**config.mk**
```make
export PLATFORM = sky130hd
export DESIGN_NAME = seq_divider_pg
export DESIGN_NICKNAME = d
export VERILOG_FILES = /design/src/rtl/div_pkg.sv /design/src/rtl/full_adder_pg.sv /design/src/rtl/rc_subtractor_pg.sv /design/src/rtl/seq_divider_pg.sv
export SDC_FILE = /design/constraint.sdc
export NUM_CORES = 1
export LEC_CHECK = 0
export ABC_CLOCK_PERIOD_IN_PS = 2650
export CORE_MARGIN = 10
export CORE_UTILIZATION = 51
export DETAILED_ROUTE_END_ITERATION = 12
export GPL_TIMING_DRIVEN = 0
export PLACE_DENSITY = 0.78
export SYNTH_ARGS = -nofsm -noshare
export SYNTH_HDL_FRONTEND = slang
export SYNTH_SLANG_ARGS = --single-unit
```
**constraint.sdc**
```tcl
create_clock -name clk -period 2.65 [get_ports clk]
set_input_delay 0.265 -clock clk [delete_from_list [all_inputs] [get_ports clk]]
set_output_delay 0.265 -clock clk [all_outputs]
set_load 0.005 [all_outputs]
```
**src/rtl/div_pkg.sv**
```systemverilog
// Shared definitions for the sequential restoring divider.
package div_pkg;

    localparam int unsigned WIDTH_DEF = 4;

    typedef enum logic [1:0] {
        IDLE = 2'b00,
        BUSY = 2'b01,
        DONE = 2'b10
    } state_t;

endpackage

```
**src/rtl/full_adder_pg.sv**
```systemverilog
// One-bit full adder cell used to build the ripple-chain subtractor.
module full_adder_pg (
    input  logic a_i,
    input  logic b_i,
    input  logic cin_i,
    output logic sum_o,
    output logic cout_o
);

    assign sum_o  = a_i ^ b_i ^ cin_i;
    assign cout_o = (a_i & b_i) | (cin_i & (a_i ^ b_i));

endmodule

```
**src/rtl/rc_subtractor_pg.sv**
```systemverilog
// Ripple-carry subtractor: a - b computed as a + ~b + 1.
module rc_subtractor_pg #(
    parameter int unsigned WIDTH = 5
) (
    input  logic [WIDTH-1:0] a_i,
    input  logic [WIDTH-1:0] b_i,
    output logic [WIDTH-1:0] diff_o,
    output logic             borrow_o
);

    logic [WIDTH:0] carry;

    assign carry[0] = 1'b1;

    for (genvar i = 0; i < WIDTH; i++) begin : g_cell
        full_adder_pg u_fa (
            .a_i   (a_i[i]),
            .b_i   (~b_i[i]),
            .cin_i (carry[i]),
            .sum_o (diff_o[i]),
            .cout_o(carry[i+1])
        );
    end

    // A final carry means a >= b, so no borrow was needed.
    assign borrow_o = ~carry[WIDTH];

endmodule

```
**src/rtl/seq_divider_pg.sv**
```systemverilog
// Sequential restoring unsigned divider: one quotient bit per cycle,
// fixed latency, divide-by-zero short-circuited straight to DONE.
module seq_divider_pg
    import div_pkg::*;
#(
    parameter int unsigned WIDTH = WIDTH_DEF
) (
    input  logic             clk,
    input  logic             rst_n,
    input  logic             start,
    input  logic [WIDTH-1:0] dividend,
    input  logic [WIDTH-1:0] divisor,
    output logic             busy,
    output logic             done,
    output logic [WIDTH-1:0] quotient,
    output logic [WIDTH-1:0] remainder,
    output logic             div_by_zero
);

    localparam int unsigned CW = $clog2(WIDTH + 1);

    state_t           state_q, state_d;
    logic [WIDTH:0]   r_q, r_d;
    logic [WIDTH-1:0] q_q, q_d;
    logic [WIDTH-1:0] dvs_q, dvs_d;
    logic [WIDTH-1:0] quot_q, quot_d;
    logic [WIDTH-1:0] rem_q, rem_d;
    logic [CW-1:0]    cnt_q, cnt_d;
    logic             dbz_q, dbz_d;

    logic [WIDTH:0]   r_sh;
    logic [WIDTH-1:0] q_sh;
    logic [WIDTH:0]   trial;
    logic             borrow;

    assign r_sh = {r_q[WIDTH-1:0], q_q[WIDTH-1]};
    assign q_sh = q_q << 1;

    rc_subtractor_pg #(
        .WIDTH(WIDTH + 1)
    ) u_sub (
        .a_i     (r_sh),
        .b_i     ({1'b0, dvs_q}),
        .diff_o  (trial),
        .borrow_o(borrow)
    );

    always_comb begin
        state_d = state_q;
        r_d     = r_q;
        q_d     = q_q;
        dvs_d   = dvs_q;
        quot_d  = quot_q;
        rem_d   = rem_q;
        cnt_d   = cnt_q;
        dbz_d   = dbz_q;

        case (state_q)
            IDLE, DONE: begin
                if (start) begin
                    dvs_d = divisor;
                    r_d   = '0;
                    q_d   = dividend;
                    cnt_d = CW'(WIDTH);
                    dbz_d = 1'b0;
                    if (divisor == '0) begin
                        state_d = DONE;
                        quot_d  = '1;
                        rem_d   = dividend;
                        dbz_d   = 1'b1;
                    end else begin
                        state_d = BUSY;
                    end
                end else begin
                    state_d = IDLE;
                end
            end
            BUSY: begin
                q_d    = q_sh;
                q_d[0] = ~borrow;
                r_d    = borrow ? r_sh : trial;
                cnt_d  = cnt_q - CW'(1);
                // Publish on the final iteration so results never show partial state.
                if (cnt_q == CW'(1)) begin
                    state_d = DONE;
                    quot_d  = q_d;
                    rem_d   = r_d[WIDTH-1:0];
                end
            end
            default: state_d = IDLE;
        endcase
    end

    always_ff @(posedge clk) begin
        if (!rst_n) begin
            state_q <= IDLE;
            r_q     <= '0;
            q_q     <= '0;
            dvs_q   <= '0;
            quot_q  <= '0;
            rem_q   <= '0;
            cnt_q   <= '0;
            dbz_q   <= 1'b0;
        end else begin
            state_q <= state_d;
            r_q     <= r_d;
            q_q     <= q_d;
            dvs_q   <= dvs_d;
            quot_q  <= quot_d;
            rem_q   <= rem_d;
            cnt_q   <= cnt_d;
            dbz_q   <= dbz_d;
        end
    end

    assign busy        = (state_q == BUSY);
    assign done        = (state_q == DONE);
    assign quotient    = quot_q;
    assign remainder   = rem_q;
    assign div_by_zero = dbz_q;

endmodule

```
==> reports/qor_table.md, run 1 <==
| Stage | Metric | This run |
|:---|:---|:---|
| run status | Outcome | finished clean |
| timing | Slew Limit Fails | 0 |
| die | Chip height | 68.8 um |
| logic synthesis | Most frequent cell after synthesis | sky130_fd_sc_hd__dfxtp_1 |
| worst setup path | Cells traversed along the worst timing path | inv_1, ha_1, fa_1, fa_2, fa_2, nor3b_1, a211o_1, a311oi_2 |
| clock tree | Post-CTS setup buffer count | 0 |
| grt | Wire length of the first global-routing pass | 4.86 mm |
| drt | Routed wire length | 3.04 mm |
| drt | Number of remaining DRC errors | 0 |
| worst setup path | Cell mode on critical path | sky130_fd_sc_hd__fa_2 |
| logic synthesis | Most frequent cells after synthesis | sky130_fd_sc_hd__dfxtp_1 (26), sky130_fd_sc_hd__a21oi_1 (15), sky130_fd_sc_hd__nand2_1 (15) |
| clock tree | Clock transition time at the flip-flop clock pins of the worst setup and hold paths | 140 ps |
| worst setup path | CP top delay family | adder cells |
| grt | Residual overflow from global routing | 0 |
| place | Post-DP Area | 1460 um2 |
| run | MaxCap Viol Count | 0 |
| logic synthesis | Ranking of synthesized cells by area | sky130_fd_sc_hd__dfxtp_1 (43%), sky130_fd_sc_hd__a21oi_1 (6.2%), sky130_fd_sc_hd__fa_1 (4.9%), sky130_fd_sc_hd__nand2_1 (4.6%), sky130_fd_sc_hd__nand3_1 (3.7%) |
| cells and area | Final core area utilization | 68.6% |
| drt | Via count of the routed design | 1090 |
| worst setup path | Worst reg2reg startpoint | q_q[3] |
| clock tree | Root buf cell | sky130_fd_sc_hd__clkbuf_4 |
| timing | Worst Tran Pin Value | 541 ps |
| place | Half-perimeter wire length after placement | 2.29 mm |
| timing | Count of endpoints failing hold in the final timing report | 0 |
| pwr | Static Leakage | 0.536 nW |
| worst setup path | Minimum setup slack among reg-to-reg paths | 90 ps |
| logic synthesis | Synthesized cell area | 1210 um2 |
| timing | Setup repair after global routing missed its margin | false |
| logic synthesis | Main synth FF type | sky130_fd_sc_hd__dfxtp_1 |
| pwr | Power after layout | 0.909 mW |
| drt | Routed Antenna Nets | 0 |
| worst setup path | Cell count along the critical path | 8 |
| worst setup path | Critical path start-end classification | flip-flop to flip-flop |
| timing | Tcrit/Tclk final | 96.4% |
| clock tree | Num CTS Buffers | 3 |
| cells and area | Layout cells sized above 1 | 14.9% |
| die | Area of the die | 4730 um2 |
| grt | Antenna violations before repair | 0 |
| die | Area of the placeable core | 2230 um2 |
| worst setup path | Cell with the biggest individual delay on the critical path | sky130_fd_sc_hd__fa_2 |
| logic synthesis | Fraction of synthesized cell area taken by the top area cell type | 42.8% |
| timing | Headroom to the max-slew limit | 63.6% |
| timing | Highest clock rate | 391 MHz |
| pwr | Pwr/cell area | 593 nW/um2 |
| logic synthesis | Post-synthesis register bit count | 26 |
| logic synthesis | Number of instances in the synthesized netlist | 129 |
| min path | Worst min-delay path category | flip-flop to flip-flop |
| place | Placer's final routability congestion estimate | 0.854 |
| cells and area | Footprint of the multi-input gates | 649 um2 |
| worst setup path | Arrival @ worst endpoint | 2800 ps |
| timing | Worst Skew | 6.12 ps |
| die | Row cnt | 17 |
| die | Count of boundary I/O pins | 22 |
| worst setup path | Critical Path Sink Type | flip-flop |
| place | Port Buf Inserts | 21 |
| drt | Initial DRC count | 84 |
| worst setup path | Max incr delay on CP | 400 ps |
| grt | Vias in the first global route | 1021 |
| logic synthesis | Yosys warning count | 0 |
| clock tree | Worst-case clock buffer depth | 2 |
| worst setup path | Worst setup startpoint | q_q[3] |
| grt | Maximum number of pins on one net before global-route repair | 16 |
| cells and area | Sequential standard cell area | 522 um2 |
| worst setup path | Worst path bufs/invs | 1 |
| logic synthesis | Syn_nets | 146 |
| cells and area | Number of antenna cells inserted | 0 |
| worst setup path | Endpoint of the worst setup timing path | remainder[3] |
| cells and area | Filler instances | 191 |
| worst setup path | FF-to-FF path depth | 8 |
| grt | Gr usage total | 13.2% |
| timing | Min Tclk post-route | 2560 ps |
| worst setup path | Launching element type of the critical path | flip-flop |
| logic synthesis | Post-synthesis sequential area ratio | 42.8% |
| clock tree | Insertion delay of the later-clocked pin in the worst-skew pair | 330 ps |
| die | Starting density of the core | 54.4% |
| worst setup path | Required time at the worst-slack endpoint | 2890 ps |
| pwr | Maximum vdd ir drop | 0.000384 V |
| timing | Final-layout setup total negative slack | 0 ps |
| clock tree | CTS tree | done |
| timing | Number of setup violations in the final report | 0 |
| cells and area | Total Nets Final | 172 |
| clock tree | Clock tree sinks | 26 |
| drt | Drt first pass iters | 4 |
| logic synthesis | Number of different library cells in the post-synthesis netlist | 30 |
| worst setup path | End of the worst register-to-register path | remainder[3] |
| drt | Mean number of vias per cell | 5.99 |
| logic synthesis | Mean area per synthesized cell | 9.42 um2 |
| cells and area | Post-layout instance area | 1530 um2 |
| drt | Post-DR wirelength/cell | 16.7 um |
| clock tree | CTS hold repair buffers | 0 |
| worst setup path | Worst Path Max Fanout | 5 |
| logic synthesis | Number of synthesized flops with an enable pin | 0 |
| logic synthesis | FFs w/ async S/R, synth | 0% |
| die | Die Width | 68.8 um |
| clock tree | Clock H-tree levels | 1 |
| logic synthesis | Synth area leader | sky130_fd_sc_hd__dfxtp_1 |
| cells and area | Growth of design area from synthesis to finish | 26.1% |
==> state kept, by name, indices dropped and copies added, names as in the netlist <==
signal / flops
q_q: 4
dvs_q: 4
div_by_zero: 1
state_q: 2
remainder: 4
r_q: 4
cnt_q: 3
quotient: 4
==> cell usage in the layout (no fill, tap or decap), types with 2 or more instances in the layout <==
cell type / Yosys / layout
sky130_fd_sc_hd__dfxtp_1: 26 / 25
sky130_fd_sc_hd__clkdlybuf4s50_1: 0 / 21
sky130_fd_sc_hd__nand2_1: 15 / 15
sky130_fd_sc_hd__a211o_1: 4 / 4
sky130_fd_sc_hd__buf_2: 4 / 4
sky130_fd_sc_hd__nor3_1: 2 / 2
sky130_fd_sc_hd__a311oi_1: 4 / 2
sky130_fd_sc_hd__a311oi_2: 0 / 2
sky130_fd_sc_hd__nor2b_1: 2 / 2
sky130_fd_sc_hd__fa_2: 0 / 2
sky130_fd_sc_hd__nand2b_1: 5 / 5
sky130_fd_sc_hd__clkbuf_1: 2 / 2
sky130_fd_sc_hd__clkbuf_4: 0 / 3
sky130_fd_sc_hd__ha_1: 3 / 3
sky130_fd_sc_hd__a21oi_1: 15 / 15
sky130_fd_sc_hd__a211oi_1: 4 / 4
sky130_fd_sc_hd__nand3_1: 9 / 9
sky130_fd_sc_hd__o221a_2: 4 / 4
sky130_fd_sc_hd__a22oi_1: 4 / 4
sky130_fd_sc_hd__nor3b_1: 4 / 4
sky130_fd_sc_hd__inv_1: 7 / 7
==> tightest hold or removal path, delay by kind of cell (launching register included) <==
kind	cells	cell delay, ps
flops	1	340
compound gates	1	60
simple gates	1	60
==> final cells by class <==
class | instances | share of cell area [%]
Tap cell | 28 | 2.29
Multi-Input combinational cell | 88 | 42.4
Timing Repair Buffer | 21 | 13.7
Inverter | 8 | 1.96
Buffer | 7 | 2.12
Sequential cell | 26 | 34.1
Clock buffer | 3 | 1.47
Clock inverter | 1 | 1.96
==> layer usage <==
metal | GRT usage (%) | part of all wire [%] | wire, um | vias up
met3 | 2.25 | 7.1 | 215 | 4
met2 | 20.6 | 47 | 1430 | 39
met1 | 17.3 | 45 | 1370 | 526
met4 | 6.16 | 1.1 | 32 | 0
li1 | - | - | - | 521
met5 | 0 | 0 | 0 | -
==> metrics by stage <==
| step | std cells | hold slack, ps | setup WS (ps) |
|---|---|---|---|
| 2_1_floorplan | 129 | 401 | 221 |
| 3_3_place_gp | 178 | 448 | 91.7 |
| 3_5_place_dp | 178 | 455 | -0.814 |
| 4_1_cts | 182 | 474 | 29.8 |
| 5_1_grt | 182 | 495 | 1.97 |
| 6_report | 182 | 479 | 94.4 |
==> kinds of logic (layout without fill, tap and decap cells) <==
family | Yosys count | after routing | synth area share [%]
AND/OR/NAND/NOR | 42 | 42 | 19.5
multiplexers | 1 | 1 | 0.927
adder cells (fa/ha/maj) | 6 | 6 | 8.03
buffers and inverters | 15 | 40 | 5.15
flip-flops | 26 | 26 | 42.8
AO/OA/AOI/OAI | 39 | 39 | 23.6
==> where the power goes <==
part           internal [mW]  switching (mW)
clock                  0.153           0.120
combinational         0.0920           0.102
sequential             0.419          0.0228
==> how the worst min path moves through the flow <==
| stage | depth (start not counted) | start | to |
|---|---|---|---|
| 2_1_floorplan | 2 | divisor[0] | dvs_q[0] |
| 5_1_grt | 2 | cnt_q[1] | cnt_q[1] |
| 3_5_place_dp | 2 | dvs_q[0] | dvs_q[0] |
| 3_3_place_gp | 2 | div_by_zero | div_by_zero |
| 6_report | 2 | cnt_q[1] | cnt_q[1] |
| 4_1_cts | 2 | dvs_q[0] | dvs_q[0] |
==> repair_timing <==
item | CTS | global route
endpoints found under the setup margin | 1 | 4
cloned | 0 | 0
resized for setup | 1 | 4
pin swaps | 0 | 1
No activity file was read; power rests on OpenSTA's default activity.
==> run 2: changes to the inputs <==
- SETUP_SLACK_MARGIN: not set -> 0.15
==> reports/qor_table.md, run 2 (synthesis gave the netlist of run 1 again) <==
| Stage | Metric | This run |
|:---|:---|:---|
| clock tree | Num CTS Buffers | 3 |
| worst setup path | FF-to-FF path depth | 8 |
| worst setup path | Required time at the worst-slack endpoint | 2910 ps |
| cells and area | Number of antenna cells inserted | 0 |
| place | Post-DP Area | 1460 um2 |
| die | Row cnt | 17 |
| timing | Worst Skew | 1.63 ps |
| clock tree | Root buf cell | sky130_fd_sc_hd__clkbuf_4 |
| pwr | Power after layout | 0.916 mW |
| grt | Antenna violations before repair | 0 |
| die | Area of the die | 4730 um2 |
| cells and area | Most common library cell in the layout ignoring fill and taps | sky130_fd_sc_hd__dfxtp_1 |
| pwr | Maximum vdd ir drop | 0.000384 V |
| clock tree | Post-CTS setup buffer count | 0 |
| worst setup path | Max incr delay on CP | 380 ps |
| clock tree | Clock transition time at the flip-flop clock pins of the worst setup and hold paths | 140 ps |
| min path | Worst min-delay path category | flip-flop to flip-flop |
| die | Area of the placeable core | 2230 um2 |
| grt | Vias in the first global route | 1018 |
| drt | Mean number of vias per cell | 5.91 |
| clock tree | Clock H-tree levels | 1 |
| cells and area | Commonest cells after routing, fill and taps aside | sky130_fd_sc_hd__dfxtp_1 (25), sky130_fd_sc_hd__clkdlybuf4s50_1 (21), sky130_fd_sc_hd__nand2_1 (15), sky130_fd_sc_hd__a21oi_1 (15), sky130_fd_sc_hd__nand3_1 (9) |
| min path | Hold Path Stages | 2 |
| timing | Number of setup violations in the final report | 0 |
| worst setup path | Cells traversed along the worst timing path | inv_2, ha_4, fa_2, fa_2, fa_2, nor3b_2, a211o_1, a311oi_2 |
| timing | Slew Limit Fails | 0 |
| drt | Initial DRC count | 78 |
| place | Port Buf Inserts | 21 |
| drt | Drt first pass iters | 4 |
| timing | Setup repair after global routing missed its margin | true |
| cells and area | Growth of design area from synthesis to finish | 28.2% |
| drt | Via count of the routed design | 1076 |
| die | Starting density of the core | 54.4% |
| clock tree | Worst-case clock buffer depth | 2 |
| grt | Gr usage total | 13.3% |
| worst setup path | Launching element type of the critical path | flip-flop |
| run | MaxCap Viol Count | 0 |
| run status | Outcome | finished clean |
| grt | Maximum number of pins on one net before global-route repair | 16 |
| place | Placer's final routability congestion estimate | 0.854 |
| die | Chip height | 68.8 um |
| cells and area | Final core area utilization | 69.7% |
| timing | Worst Tran Pin Value | 580 ps |
| drt | Number of remaining DRC errors | 0 |
| clock tree | Insertion delay of the later-clocked pin in the worst-skew pair | 330 ps |
| clock tree | Clock tree sinks | 26 |
| worst setup path | Cell with the biggest individual delay on the critical path | sky130_fd_sc_hd__fa_2 |
| worst setup path | Critical Path Sink Type | flip-flop |
| timing | Count of endpoints failing hold in the final timing report | 0 |
| die | Die Width | 68.8 um |
| grt | Wire length of the first global-routing pass | 4.89 mm |
| timing | Highest clock rate | 413 MHz |
| cells and area | Total Nets Final | 172 |
| pwr | Static Leakage | 0.539 nW |
| die | Count of boundary I/O pins | 22 |
| worst setup path | Arrival @ worst endpoint | 2680 ps |
| drt | Routed wire length | 3.10 mm |
| timing | Tcrit/Tclk final | 91.5% |
| worst setup path | Critical path start-end classification | flip-flop to flip-flop |
| cells and area | Post-layout instance area | 1560 um2 |
| timing | Min Tclk post-route | 2420 ps |
| clock tree | CTS tree | done |
| drt | Post-DR wirelength/cell | 17.0 um |
| cells and area | Layout cells sized above 1 | 18.2% |
| worst setup path | Cell mode on critical path | sky130_fd_sc_hd__fa_2 |
| drt | Routed Antenna Nets | 0 |
| pwr | Pwr/cell area | 588 nW/um2 |
| place | Half-perimeter wire length after placement | 2.29 mm |
| grt | Residual overflow from global routing | 0 |
| worst setup path | Minimum setup slack among reg-to-reg paths | 230 ps |
| timing | Headroom to the max-slew limit | 61.0% |
| worst setup path | Worst Path Max Fanout | 5 |
[run 2: what timing repair did]
item	4_1_cts	5_1_grt
pin swaps	5	8
gates cloned	0	0
gates resized for setup	5	6
hold buffers	0	0
setup endpoints to repair	5	6
[run 2: layer usage]
layer  global-route usage (%)  vias up  wire length, um
met5                        0        -                0
met4                     6.16        0               53
met3                     2.25        5              196
met2                     20.6       31             1440
met1                     17.5      517             1410
li1                         -      523                -
[run 2: final cells by class]
| class | count | area [um2] |
|---|---|---|
| Multi-Input combinational cell | 88 | 676 |
| Fill cell | 183 | 676 |
| Sequential cell | 26 | 522 |
| Timing Repair Buffer | 21 | 210 |
| Tap cell | 28 | 35.0 |
| Buffer | 7 | 32.5 |
| Clock inverter | 1 | 30.0 |
| Inverter | 8 | 30.0 |
| Clock buffer | 3 | 22.5 |
[run 2: final timing paths]
check,startpoint,endpoint
worst min-delay path,cnt_q[1],cnt_q[1]
worst min register to register,cnt_q[1],cnt_q[1]
worst max-delay path,q_q[3],remainder[1]
worst max register to register,q_q[3],remainder[1]
[run 2: per-stage QoR]
| stage | setup TNS [ps] | cells | worst slack (ps) | hold slack [ps] |
|---|---|---|---|---|
| after global placement | 0 | 178 | 91.7 | 448 |
| after CTS | 0 | 182 | 152 | 474 |
| after global routing | 0 | 182 | 107 | 495 |
| final | 0 | 182 | 226 | 480 |
| after floorplan | 0 | 129 | 221 | 401 |
| after detailed placement | -0.814 | 178 | -0.814 | 455 |
[run 2: report_power, final]
part | internal, mW | switching (mW) | leakage, nW
combinational | 0.0949 | 0.103 | 0.298
clock | 0.153 | 0.121 | 0.0279
sequential | 0.419 | 0.0241 | 0.213
total | 0.667 | 0.249 | 0.539
[run 2: worst max-delay path: cells and delay by family (launching register included)]
family | cells | cell delay, ps
flops | 1 | 370
compound gates | 2 | 540
fa+ha+maj | 4 | 1230
buf+inv | 1 | 40
simple gates | 1 | 170
